[src/rtl/pipe_hazard_ctrl_pkg.sv]
// Shared definitions for the pipeline hazard sequencer: FSM encoding, register
// address width and the per-stage control bundle driven onto the pipeline registers.
package pipe_hazard_ctrl_pkg;

    localparam int REG_AW = 5;

    typedef enum logic [1:0] {
        ST_INIT     = 2'd0,
        ST_RUN      = 2'd1,
        ST_MEM_WAIT = 2'd2
    } hz_state_e;

    // One bit per pipeline-register control line, in IF -> WB order.
    typedef struct packed {
        logic pc_write;
        logic ifid_write;
        logic ifid_flush;
        logic idex_flush;
        logic exmem_write;
        logic memwb_bubble;
    } stage_ctrl_t;

    localparam stage_ctrl_t CTRL_INIT      = '{pc_write: 1'b0, ifid_write: 1'b0, ifid_flush: 1'b1,
                                               idex_flush: 1'b1, exmem_write: 1'b0, memwb_bubble: 1'b1};
    localparam stage_ctrl_t CTRL_MEM_STALL = '{pc_write: 1'b0, ifid_write: 1'b0, ifid_flush: 1'b0,
                                               idex_flush: 1'b0, exmem_write: 1'b0, memwb_bubble: 1'b1};
    localparam stage_ctrl_t CTRL_LOAD_USE  = '{pc_write: 1'b0, ifid_write: 1'b0, ifid_flush: 1'b0,
                                               idex_flush: 1'b1, exmem_write: 1'b1, memwb_bubble: 1'b0};
    localparam stage_ctrl_t CTRL_BRANCH    = '{pc_write: 1'b1, ifid_write: 1'b1, ifid_flush: 1'b1,
                                               idex_flush: 1'b0, exmem_write: 1'b1, memwb_bubble: 1'b0};
    localparam stage_ctrl_t CTRL_NORMAL    = '{pc_write: 1'b1, ifid_write: 1'b1, ifid_flush: 1'b0,
                                               idex_flush: 1'b0, exmem_write: 1'b1, memwb_bubble: 1'b0};

endpackage

[src/rtl/pipe_hazard_ctrl_sat_counter.sv]
// Saturating up-counter with synchronous clear; holds at all-ones once full.
module sat_counter #(
    parameter int CNT_W = 16
) (
    input  logic             clk_i,
    input  logic             rst_n_i,
    input  logic             inc_i,
    input  logic             clear_i,
    output logic [CNT_W-1:0] cnt_o
);

    logic [CNT_W-1:0] cnt_q;
    logic [CNT_W-1:0] cnt_d;

    always_comb begin
        cnt_d = cnt_q;
        if (clear_i) begin
            cnt_d = '0;
        end else if (inc_i && (cnt_q != '1)) begin
            cnt_d = cnt_q + 1'b1;
        end
    end

    always_ff @(posedge clk_i or negedge rst_n_i) begin
        if (!rst_n_i) begin
            cnt_q <= '0;
        end else begin
            cnt_q <= cnt_d;
        end
    end

    assign cnt_o = cnt_q;

endmodule

[src/rtl/pipe_hazard_ctrl.sv]
// Pipeline register sequencer: resolves memory waits, load-use hazards and taken
// branches into per-stage enable/flush/bubble controls, with stall statistics.
module pipe_hazard_ctrl #(
    parameter int MAX_WAIT = 16,
    parameter int CNT_W    = 16,
    parameter int REG_AW   = pipe_hazard_ctrl_pkg::REG_AW
) (
    input  logic              clk_i,
    input  logic              rst_n_i,
    input  logic [REG_AW-1:0] IFID_rs1_i,
    input  logic [REG_AW-1:0] IFID_rs2_i,
    input  logic              IDEX_MemRead_i,
    input  logic [REG_AW-1:0] IDEX_rd_i,
    input  logic              branch_taken_i,
    input  logic              dmem_req_i,
    input  logic              dmem_ready_i,
    output logic              PC_write_o,
    output logic              IFID_write_o,
    output logic              IFID_flush_o,
    output logic              IDEX_flush_o,
    output logic              EXMEM_write_o,
    output logic              MEMWB_bubble_o,
    output logic              dmem_valid_o,
    output logic [CNT_W-1:0]  stall_cnt_o,
    output logic              mem_timeout_o
);
    import pipe_hazard_ctrl_pkg::*;

    localparam int                WAIT_W   = $clog2(MAX_WAIT + 1);
    localparam logic [WAIT_W-1:0] WAIT_MAX = WAIT_W'(MAX_WAIT);

    hz_state_e         state_q, state_d;
    logic [WAIT_W-1:0] wait_cnt_q, wait_cnt_d;
    logic              timeout_q, timeout_d;

    stage_ctrl_t ctrl;
    logic        in_init;
    logic        mem_stall;
    logic        load_use;
    logic        stall_cycle;
    logic        dmem_valid;

    always_comb begin
        in_init   = (state_q != ST_RUN) && (state_q != ST_MEM_WAIT);
        mem_stall = ((state_q == ST_RUN) && dmem_req_i && !dmem_ready_i) ||
                    ((state_q == ST_MEM_WAIT) && !dmem_ready_i);
        load_use  = IDEX_MemRead_i && (IDEX_rd_i != '0) &&
                    ((IDEX_rd_i == IFID_rs1_i) || (IDEX_rd_i == IFID_rs2_i));
    end

    always_comb begin
        state_d     = state_q;
        wait_cnt_d  = wait_cnt_q;
        timeout_d   = timeout_q;
        dmem_valid  = 1'b0;
        ctrl        = CTRL_NORMAL;
        stall_cycle = 1'b0;

        case (state_q)
            ST_RUN: begin
                dmem_valid = dmem_req_i;
                if (mem_stall) begin
                    state_d    = ST_MEM_WAIT;
                    wait_cnt_d = WAIT_W'(1);
                end
            end
            ST_MEM_WAIT: begin
                dmem_valid = 1'b1;
                if (dmem_ready_i) begin
                    state_d    = ST_RUN;
                    wait_cnt_d = '0;
                end else if (wait_cnt_q != WAIT_MAX) begin
                    wait_cnt_d = wait_cnt_q + 1'b1;
                end
            end
            default: begin
                state_d    = ST_RUN;
                wait_cnt_d = '0;
            end
        endcase

        // Priority: INIT > mem stall > load-use > branch > normal.
        if (in_init) begin
            ctrl = CTRL_INIT;
        end else if (mem_stall) begin
            ctrl        = CTRL_MEM_STALL;
            stall_cycle = 1'b1;
        end else if (load_use) begin
            ctrl        = CTRL_LOAD_USE;
            stall_cycle = 1'b1;
        end else if (branch_taken_i) begin
            ctrl = CTRL_BRANCH;
        end

        // Timeout is sticky; the FSM keeps waiting regardless.
        if (mem_stall && (wait_cnt_d == WAIT_MAX)) begin
            timeout_d = 1'b1;
        end
    end

    always_ff @(posedge clk_i or negedge rst_n_i) begin
        if (!rst_n_i) begin
            state_q    <= ST_INIT;
            wait_cnt_q <= '0;
            timeout_q  <= 1'b0;
        end else begin
            state_q    <= state_d;
            wait_cnt_q <= wait_cnt_d;
            timeout_q  <= timeout_d;
        end
    end

    sat_counter #(
        .CNT_W (CNT_W)
    ) u_stall_cnt (
        .clk_i   (clk_i),
        .rst_n_i (rst_n_i),
        .inc_i   (stall_cycle),
        .clear_i (in_init),
        .cnt_o   (stall_cnt_o)
    );

    assign PC_write_o     = ctrl.pc_write;
    assign IFID_write_o   = ctrl.ifid_write;
    assign IFID_flush_o   = ctrl.ifid_flush;
    assign IDEX_flush_o   = ctrl.idex_flush;
    assign EXMEM_write_o  = ctrl.exmem_write;
    assign MEMWB_bubble_o = ctrl.memwb_bubble;
    assign dmem_valid_o   = dmem_valid;
    assign mem_timeout_o  = timeout_q;

endmodule

[config.mk]
export PLATFORM = sky130hd
export DESIGN_NAME = pipe_hazard_ctrl
export DESIGN_NICKNAME = d
export VERILOG_FILES = /design/src/rtl/pipe_hazard_ctrl_pkg.sv /design/src/rtl/pipe_hazard_ctrl_sat_counter.sv /design/src/rtl/pipe_hazard_ctrl.sv
export SDC_FILE = /design/constraint.sdc
export NUM_CORES = 1
export LEC_CHECK = 0
export CAP_MARGIN = 20
export CORE_ASPECT_RATIO = 2
export CORE_MARGIN = 4
export CORE_UTILIZATION = 50
export CTS_BUF_LIST = sky130_fd_sc_hd__clkbuf_16
export CTS_CLUSTER_DIAMETER = 50
export CTS_CLUSTER_SIZE = 40
export DETAILED_ROUTE_END_ITERATION = 12
export PLACE_DENSITY = 0.89
export SLEW_MARGIN = 25
export SYNTH_ARGS = -nofsm -noshare
export SYNTH_HDL_FRONTEND = slang
export SYNTH_SLANG_ARGS = --single-unit
[constraint.sdc]
create_clock -name clk_i -period 3.75 [get_ports clk_i]
set_input_delay 0.75 -clock clk_i [delete_from_list [all_inputs] [get_ports clk_i]]
set_output_delay 0.75 -clock clk_i [all_outputs]
set_load 0.02 [all_outputs]
Yosys cells after proc, flatten, opt, wreduce, memory -nomap -nowiden

Cells that the tools add are included.

Register bits: 24
Latch bits: 0
Bits in writable memories: 0
Bits in read-only memories: 0
Memories kept: 0

Add/sub/neg operators: 2
Multipliers: 0
Div/mod/pow operators: 0
Magnitude comparators: 0
Equality and inequality tests: 11
Shifts and indexed selects: 0
Multiplexer cells: 17
Bitwise gates (word level): 0
Reductions and logical operators: 14

Operators by type and width:

| operator                                                                | count |
|---|---|
| 16-bit 2-to-1 mux                                                       | 2 |
| 6-bit 2-to-1 mux                                                        | 3 |
| 16-bit by 1-bit adder with 16-bit output, second input constant         | 1 |
| 16-bit inequality test, second input constant                           | 1 |
| 5-bit 2-to-1 mux                                                        | 3 |
| 5-bit == test                                                           | 2 |
| 5-bit case mux with 2 select lines                                      | 1 |
| 1-bit logical AND                                                       | 8 |
| 2-bit inequality test, second input constant                            | 3 |
| 5-bit by 1-bit adder with 5-bit output, second input constant           | 1 |
| 5-bit == test, second input constant                                    | 1 |
| 5-bit inequality test, second input constant                            | 1 |
| 5-bit nonzero test                                                      | 1 |
| 2-bit 2-to-1 mux                                                        | 2 |
| 4-bit 2-to-1 mux                                                        | 1 |
| 2-bit case mux with 2 select lines                                      | 1 |
| 1-bit 2-to-1 mux                                                        | 3 |
| 2-bit by 1-bit == test with 1-bit output, second input constant         | 1 |
| 2-bit == test, second input constant                                    | 1 |
| 1-bit logical OR                                                        | 2 |
| 2-bit by 1-bit inequality test with 1-bit output, second input constant | 1 |
| 1-bit case mux with 2 select lines                                      | 1 |
| 2-bit AND reduction                                                     | 1 |
| 2-bit nonzero test                                                      | 1 |
| 1-bit zero test                                                         | 1 |

Longest topological paths before layout

Gate-level depths: netlist of the first run.

Depth in word-level cells: 9
Mapped depth: 9
Gate-level depth less buffers: 8

Modules after synthesis

Synthesis of the first run repeated with hierarchy kept, for this count alone.

Cells, all modules: 178
Area total of the unflattened synthesis: 1644.1 µm²

By module, submodules not included:

| module           | times used | cells each | area each (µm²) | seq. area each (µm²) |
|---|---|---|---|---|
| sat_counter      | 1          | 98         | 942.2           | 400.4 |
| pipe_hazard_ctrl | 1          | 80         | 701.9           | 200.2 |

Least setup slack after synthesis of the first run

OpenSTA, ideal clock, no wires.

Kind: in2out
From: input IDEX_rd_i[1]
To: output PC_write_o
Arrival: 2.114 ns
Data required time: 3.000 ns
Path slack: 0.886 ns
Stages: 5
Cells stage by stage: or4_1 -> o21ai_1 -> nor2_1 -> nor2_1 -> buf_4

Cells in the longest elaborated chain, start to end: 6

Ends and longest elaborated chain:

| element                                               | RTL line                                       | source |
|---|---|---|
| from (decl)                                           | pipe_hazard_ctrl.sv:13                         | `input logic [REG_AW-1:0] IDEX_rd_i,` |
| 5-bit == test or 5-bit nonzero test (tied branches)   | pipe_hazard_ctrl.sv:48, pipe_hazard_ctrl.sv:47 |  |
| 1-bit logical OR or 1-bit logical AND (tied branches) | pipe_hazard_ctrl.sv:48, pipe_hazard_ctrl.sv:47 |  |
| 1-bit logical AND *                                   | pipe_hazard_ctrl.sv:47                         | `load_use = IDEX_MemRead_i && (IDEX_rd_i != '0) &&` |
| 6-bit 2-to-1 mux *                                    | pipe_hazard_ctrl.sv:88                         | `end else if (load_use) begin` |
| 6-bit 2-to-1 mux *                                    | pipe_hazard_ctrl.sv:85                         | `end else if (mem_stall) begin` |
| 6-bit 2-to-1 mux *                                    | pipe_hazard_ctrl.sv:83                         | `if (in_init) begin` |
| to (decl)                                             | pipe_hazard_ctrl.sv:17                         | `output logic PC_write_o,` |

Every way passes the cells marked *; elsewhere a longest branch is shown, timed or not.

Worst setup path after layout of the first run

From: input IDEX_rd_i[2]
To: output PC_write_o

Same word-level chain as after synthesis.

==> results of run 1 <==
-- logic make-up (layout without fill, tap and decap cells) --
group,count (synthesis),count (layout)
AOI/OAI and AO/OA,45,45
xor gates and xnor gates,10,10
adders and majority gates,5,5
buffers and inverters,17,58
DFF,24,24
muxes,5,5
and+or+nand+nor,88,88
-- flip-flops by register name, indices dropped and copies added, names as in the netlist --
name	flops
wait_cnt_q	5
state_q	2
mem_timeout_o	1
u_stall_cnt.cnt_o	16
-- final cells by class --
cell class                      instances  area [um^2]  area share [%]
Tap cell                               31         38.8            1.78
Multi-Input combinational cell        153          971            44.6
Sequential cell                        24          601            27.6
Clock buffer                            3         75.1            3.45
Clock inverter                          1         3.75           0.173
Timing Repair Buffer                   47          460            21.2
Inverter                                7         26.3            1.21
-- cell usage after synthesis (3+ instances only) --
library cell,number,share of area [%]
sky130_fd_sc_hd__a21oi_1,16,4.8
sky130_fd_sc_hd__clkbuf_1,6,1.4
sky130_fd_sc_hd__dfrtp_1,24,36
sky130_fd_sc_hd__ha_1,5,3.8
sky130_fd_sc_hd__inv_1,7,1.6
sky130_fd_sc_hd__mux2_1,3,2.0
sky130_fd_sc_hd__nand2_1,6,1.4
sky130_fd_sc_hd__nand2b_1,4,1.5
sky130_fd_sc_hd__nand3_1,11,3.3
sky130_fd_sc_hd__nand4_1,4,1.5
sky130_fd_sc_hd__nor2_1,26,5.9
sky130_fd_sc_hd__nor2b_1,7,2.7
sky130_fd_sc_hd__nor3_1,6,1.8
sky130_fd_sc_hd__nor4_1,3,1.1
sky130_fd_sc_hd__o21ai_0,9,2.7
sky130_fd_sc_hd__o31ai_1,6,2.7
sky130_fd_sc_hd__or4_1,8,3.6
sky130_fd_sc_hd__xor2_1,10,5.3
-- routing by layer --
layer,GRT usage [%],vias to the layer above,part of all wire [%],wire [um]
met5,0,-,0,0
met2,38.5,44,59,2420
met3,2.50,17,2.8,116
met4,11.8,0,3.5,144
met1,19.3,791,35,1440
li1,-,788,-,-
-- path summary, 6_finish.rpt --
| kind | to | slack, ps |
|---|---|---|
| min in group clk_i | mem_timeout_o | 470 |
| max reg2reg | u_stall_cnt.cnt_o[5] | 1360 |
| max in group asynchronous | u_stall_cnt.cnt_o[0] | 2930 |
| min reg2reg | mem_timeout_o | 470 |
| max | PC_write_o | 100 |
| min | u_stall_cnt.cnt_o[12] | 460 |
-- through the flow --
step | area, um^2 | std cells
after global routing | 2180 | 266
after CTS | 2170 | 266
after detailed placement | 2090 | 262
after floorplan | 1650 | 194
after global placement | 2100 | 262
final | 2180 | 266
-- what timing repair did --
action | 4_1_cts | 5_1_grt
resized for setup | 0 | 1
hold buffers | 0 | 0
buffers inserted | 0 | 0
setup endpoints to repair | 0 | 1
-- worst max-delay path, delay by kind of cell --
family / cells / cell delay (ps)
AO/OA/AOI/OAI: 1 / 230
AND/OR/NAND/NOR: 3 / 830
buffers and inverters: 2 / 1090
-- where the power goes --
part           switching (W)  total [W]  internal, W  leakage [nW]
Combinational       0.000289   0.000507     0.000218         0.517
Clock              0.0000852   0.000228     0.000142        0.0385
Sequential         0.0000235   0.000303     0.000280         0.329
Total               0.000398    0.00104     0.000640         0.884
==> metrics.yaml, run 1 <==
worstPathCellList: "clkdlybuf4s50_1 -> or4_1 -> o21ai_1 -> nor2_1 -> nor2_1 -> clkdlybuf4s50_1"
drt_iter0_markers: 31
most-common-layout-cells: "sky130_fd_sc_hd__clkdlybuf4s50_1, sky130_fd_sc_hd__nor2_1, sky130_fd_sc_hd__dfrtp_1"
highest_clock_rate_mhz: 274
synth_compound_gate_area_share_pct: 17.3
synth_cells: 194
layout_setup_ws_ps: 98.5
seq_area_frac_synth_pct: 36.4
synth-async-reset-ratio_pct: 100
tritoncts: "built"
avgViaCountPerCell: 6.17
cpMaxStageDelayCell: "sky130_fd_sc_hd__clkdlybuf4s50_1"
worstSkewPairLatency_ps: 260
dp.final_hpwl_um: 3190
synthAdderAreaFrac_pct: 3.79
via_count_of_the_first_global_routing_pass: 1655
synth.distinct_cells: 41
timing.reg2reg.worst_path_depth: 8
power.ir.vdd_worst_mv: 0.406
drt_first_pass_iters: 4
worst_slew_pin_slew_ps: 785
finalClockSkew_ps: 0.538
timing.rr.start: "state_q[1]"
grt_antenna_before_repair: 0
wire_per_inst_um: 15.5
area_growth_syn_to_fin_pct: 31.7
worstSetupPathType: "input pin to primary output"
synth_simple_gate_area_share_pct: 28.9
timing.critical_path.fanout_max: 3
num_rows: 29
postSynthAreaPerCell_um2: 8.51
cpPeakStageDelay_ps: 610
synth-edff-count: 0
grt_max_degree: 25
run_status: "finished, final reports clean"
initial_util_pct: 51.7
whs_ps: 464
clk_pin_slew_worst_paths_ps: 60
slew_violations: 0
synth-xor-area-share_pct: 5.30
die_y_um: 89.3
synth.mux.area_fraction_pct: 3.41
design.core.area_um2: 3190
cp-end-kind: "primary output"
rsz0062_at_grt: "no"
synthFlopType: "sky130_fd_sc_hd__dfrtp_1"
drive_above_1_share_pct: 5.96
ys.warnings.count: 0
hold_path_class: "input pin to async pin"
final_antenna_net_count: 0
critPathArrivalTime_ps: 2900
timing.max_cap.violations: 0
detailroute.via_count: 1640
post-route-min-period_ps: 3650
totalWireLength_um: 4130
synth.cell_area_um2: 1650
finalHoldViolCount: 0
worst_setup_slack_after_placement_ps: 100
power_leakage_nw: 0.884
grt-ovfl-total: 0
power_per_cell_area_nw_per_um2: 477
final_core_util_pct: 68.1
n_antenna_cell: 0
grt_first_pass_wirelength_um: 6920
boundaryPins: 45
worst_setup_path_start_kind: "input pin"
numPortBuffers: 44
postSynthRegisterBits: 24
worst_setup_path_startpoint: "IDEX_rd_i[2]"
synth_top_family_by_area: "simple AND/OR/NAND/NOR gates"
post-route-period-util_pct: 97.4
cts_buffers: 3
fillerInstances: 256
dieArea_um2: 4340
ctsRootBufferMaster: "sky130_fd_sc_hd__clkbuf_16"
synth.net_count: 220
setup_viol: 0
finalPower_w: 0.00104
post-route-drc-count: 0
gp_congestion: 0.825
clk_path_buf_depth: 2
cts_htree_levels: 1
timing.critical_path.required_ps: 3000
die_width_um: 48.6
nNetsFinal: 262
slew_headroom_pct: 47.5
globalRouteTotalUtil_pct: 19.8
layout.cells.most_common: "sky130_fd_sc_hd__clkdlybuf4s50_1"
cts_sinks: 24
final.setup.tns_ps: 0
(Power assumes the default switching activity.)
==> run 2: changes to the inputs <==
- CORE_UTILIZATION: 50 -> 40
- PLACE_DENSITY: 0.89 -> 0.75
- REMOVE_ABC_BUFFERS: default -> 1
==> metrics.yaml, run 2 (synthesis results as in run 1) <==
timing.critical_path.required_ps: 3000  # about the same
avgViaCountPerCell: 5.43  # -12%
cpPeakStageDelay_ps: 610  # about the same
design.core.area_um2: 3920  # +23%
postCtsSetupRepairBufs: 0  # unchanged
cts-hold-fix-buffers: 0  # unchanged
cts_resized: 0  # unchanged
hold_depth: 1
clk_path_buf_depth: 2  # unchanged
intPower_w: 0.000710  # +11%
power.net_switching_w: 0.000408  # +2.6%
totalWireLength_um: 4230  # +2.3%
setup_viol: 0  # unchanged
worstSkewPairLatency_ps: 250  # about the same
final_antenna_net_count: 0  # unchanged
grt-ovfl-total: 0  # unchanged
area_taken_by_flip_flops_and_latches_um2: 601  # unchanged
area_growth_syn_to_fin_pct: 35.9
slew_headroom_pct: 44.2  # -3.3 points
largest_reg_flops: 16  # unchanged
power_per_cell_area_nw_per_um2: 498  # +4.5%
critPathArrivalTime_ps: 2860  # -40 ps
power.ir.vdd_worst_mv: 0.424  # +4.6%
drive_above_1_share_pct: 6.75  # +0.79 points
worst_setup_path_start_kind: "input pin"
nNetsFinal: 264  # +0.76%
boundaryPins: 45  # unchanged
dieArea_um2: 5280  # +22%
power_switching_share_pct: 36.5  # -1.8 points
timing.max_cap.violations: 0  # unchanged
seq_pwr_share_pct: 27.1  # -2.1 points
cts_htree_levels: 1  # unchanged
detailroute.via_count: 1564  # -4.6%
crit_family: "buffers and inverters"
wire_per_inst_um: 14.7  # -5.5%
die_y_um: 98.9  # +11%
rsz0062_at_grt: "no"
power_leakage_nw: 0.898  # +1.5%
post-route-drc-count: 0  # unchanged
run_status: "finished, final reports clean"
clockPowerShare_pct: 27.0  # +5.1 points
worst_slew_pin_slew_ps: 834  # +49.0 ps
post-route-period-util_pct: 96.3  # -1.0 points
crit_cells: 6  # unchanged
most-common-layout-cells: "sky130_fd_sc_hd__clkdlybuf4s50_1, sky130_fd_sc_hd__nor2_1, sky130_fd_sc_hd__dfrtp_1"
comb_pwr_share_pct: 45.9  # -2.9 points
critical-path-top-cell-by-count: "sky130_fd_sc_hd__clkdlybuf4s50_1"
fillerInstances: 379  # +48%
slew_violations: 0  # unchanged
worstPathBufferInverterCount: 2  # unchanged
layout.cells.most_common: "sky130_fd_sc_hd__clkdlybuf4s50_1"
cp-end-kind: "primary output"
grt_first_pass_wirelength_um: 7070  # +2.2%
finalHoldViolCount: 0  # unchanged
numPortBuffers: 44  # unchanged
initial_util_pct: 42.1  # -9.6 points
ctsRootBufferMaster: "sky130_fd_sc_hd__clkbuf_16"
grt_max_degree: 25  # unchanged
cts_sinks: 24  # unchanged
cpMaxStageDelayCell: "sky130_fd_sc_hd__clkdlybuf4s50_1"
n_antenna_cell: 0  # unchanged
globalRouteTotalUtil_pct: 17.1  # -2.6 points
area_of_the_multi_input_gates_um2: 971  # unchanged
drt_iter0_markers: 23  # -26%
worstSetupPathType: "input pin to primary output"
final_core_util_pct: 57.2  # -11 points
timing.critical_path.fanout_max: 3  # unchanged
dp.final_hpwl_um: 3300  # +3.6%
cts_buffers: 3  # unchanged
finalClockSkew_ps: 2.42  # +1.88 ps
worstPathCellList: "clkdlybuf4s50_1 -> or4_1 -> o21ai_1 -> o21a_4 -> a21o_1 -> clkdlybuf4s50_1"
grt_antenna_before_repair: 0  # unchanged
clk_pin_slew_worst_paths_ps: 60  # about the same
highest_clock_rate_mhz: 277  # +1.1%
tritoncts: "built"
num_rows: 32  # +10%
final.setup.tns_ps: 0  # unchanged
hold_path_class: "register to register"
via_count_of_the_first_global_routing_pass: 1598  # -3.4%
gp_congestion: 0.805  # -2.5%
drt_first_pass_iters: 4  # unchanged
post-route-min-period_ps: 3610  # -39.3 ps
timing.reg2reg.worst_path_depth: 8  # unchanged
die_width_um: 53.4  # +9.9%
-- run 2: changes by cell type in the layout (fill, tap and decap cells not counted) --
cell	before	now
sky130_fd_sc_hd__clkinv_1	1	0
sky130_fd_sc_hd__clkdlybuf4s50_1	42	44
sky130_fd_sc_hd__bufinv_16	0	1
sky130_fd_sc_hd__buf_2	1	0
sky130_fd_sc_hd__buf_4	3	5
sky130_fd_sc_hd__dlymetal6s2s_1	1	0
-- run 2: worst paths after layout --
| kind | startpoint | end | slack, ps |
|---|---|---|---|
| worst max register to register | state_q[1] | u_stall_cnt.cnt_o[5] | 1380 |
| worst min-delay path | mem_timeout_o | mem_timeout_o | 490 |
| max in group asynchronous | rst_n_i | u_stall_cnt.cnt_o[7] | 2650 |
| worst min register to register | mem_timeout_o | mem_timeout_o | 490 |
| min in group asynchronous | rst_n_i | u_stall_cnt.cnt_o[13] | 860 |
| worst max-delay path | IDEX_rd_i[3] | IFID_flush_o | 140 |
-- run 2: power by group through the flow --
stage,Sequential (W),Clock [W],Combinational [W]
final,0.000303,0.000302,0.000514
after detailed placement,0.000308,0,0.000520
after floorplan,0.000314,0,0.000276
after global routing,0.000306,0.000317,0.000562
after CTS,0.000303,0.000306,0.000524
after global placement,0.000307,0,0.000509
-- run 2: per-layer routing --
metal / share of wire, % / GRT usage (%)
met1: 37 / 18.9
met2: 59 / 32.5
met3: 2.7 / 1.97
met4: 0.83 / 4.33
met5: 0 / 0
-- run 2: per-stage QoR --
step	area [um^2]	hold WS [ps]	std cells	power (W)	setup slack [ps]
3_5_place_dp	2140	496	284	0.000828	118
2_1_floorplan	1600	454	184	0.000590	895
5_1_grt	2240	518	288	0.00119	69.7
4_1_cts	2240	505	288	0.00113	117
3_3_place_gp	2140	464	284	0.000815	149
6_report	2240	495	288	0.00112	138
-- run 2: cell type report --
cell class,instances,area share [%]
Clock buffer,3,3.34
Timing Repair Buffer,49,21.3
Inverter,7,1.17
Tap cell,51,2.84
Multi-Input combinational cell,153,43.3
Clock inverter,1,1.34
Sequential cell,24,26.8
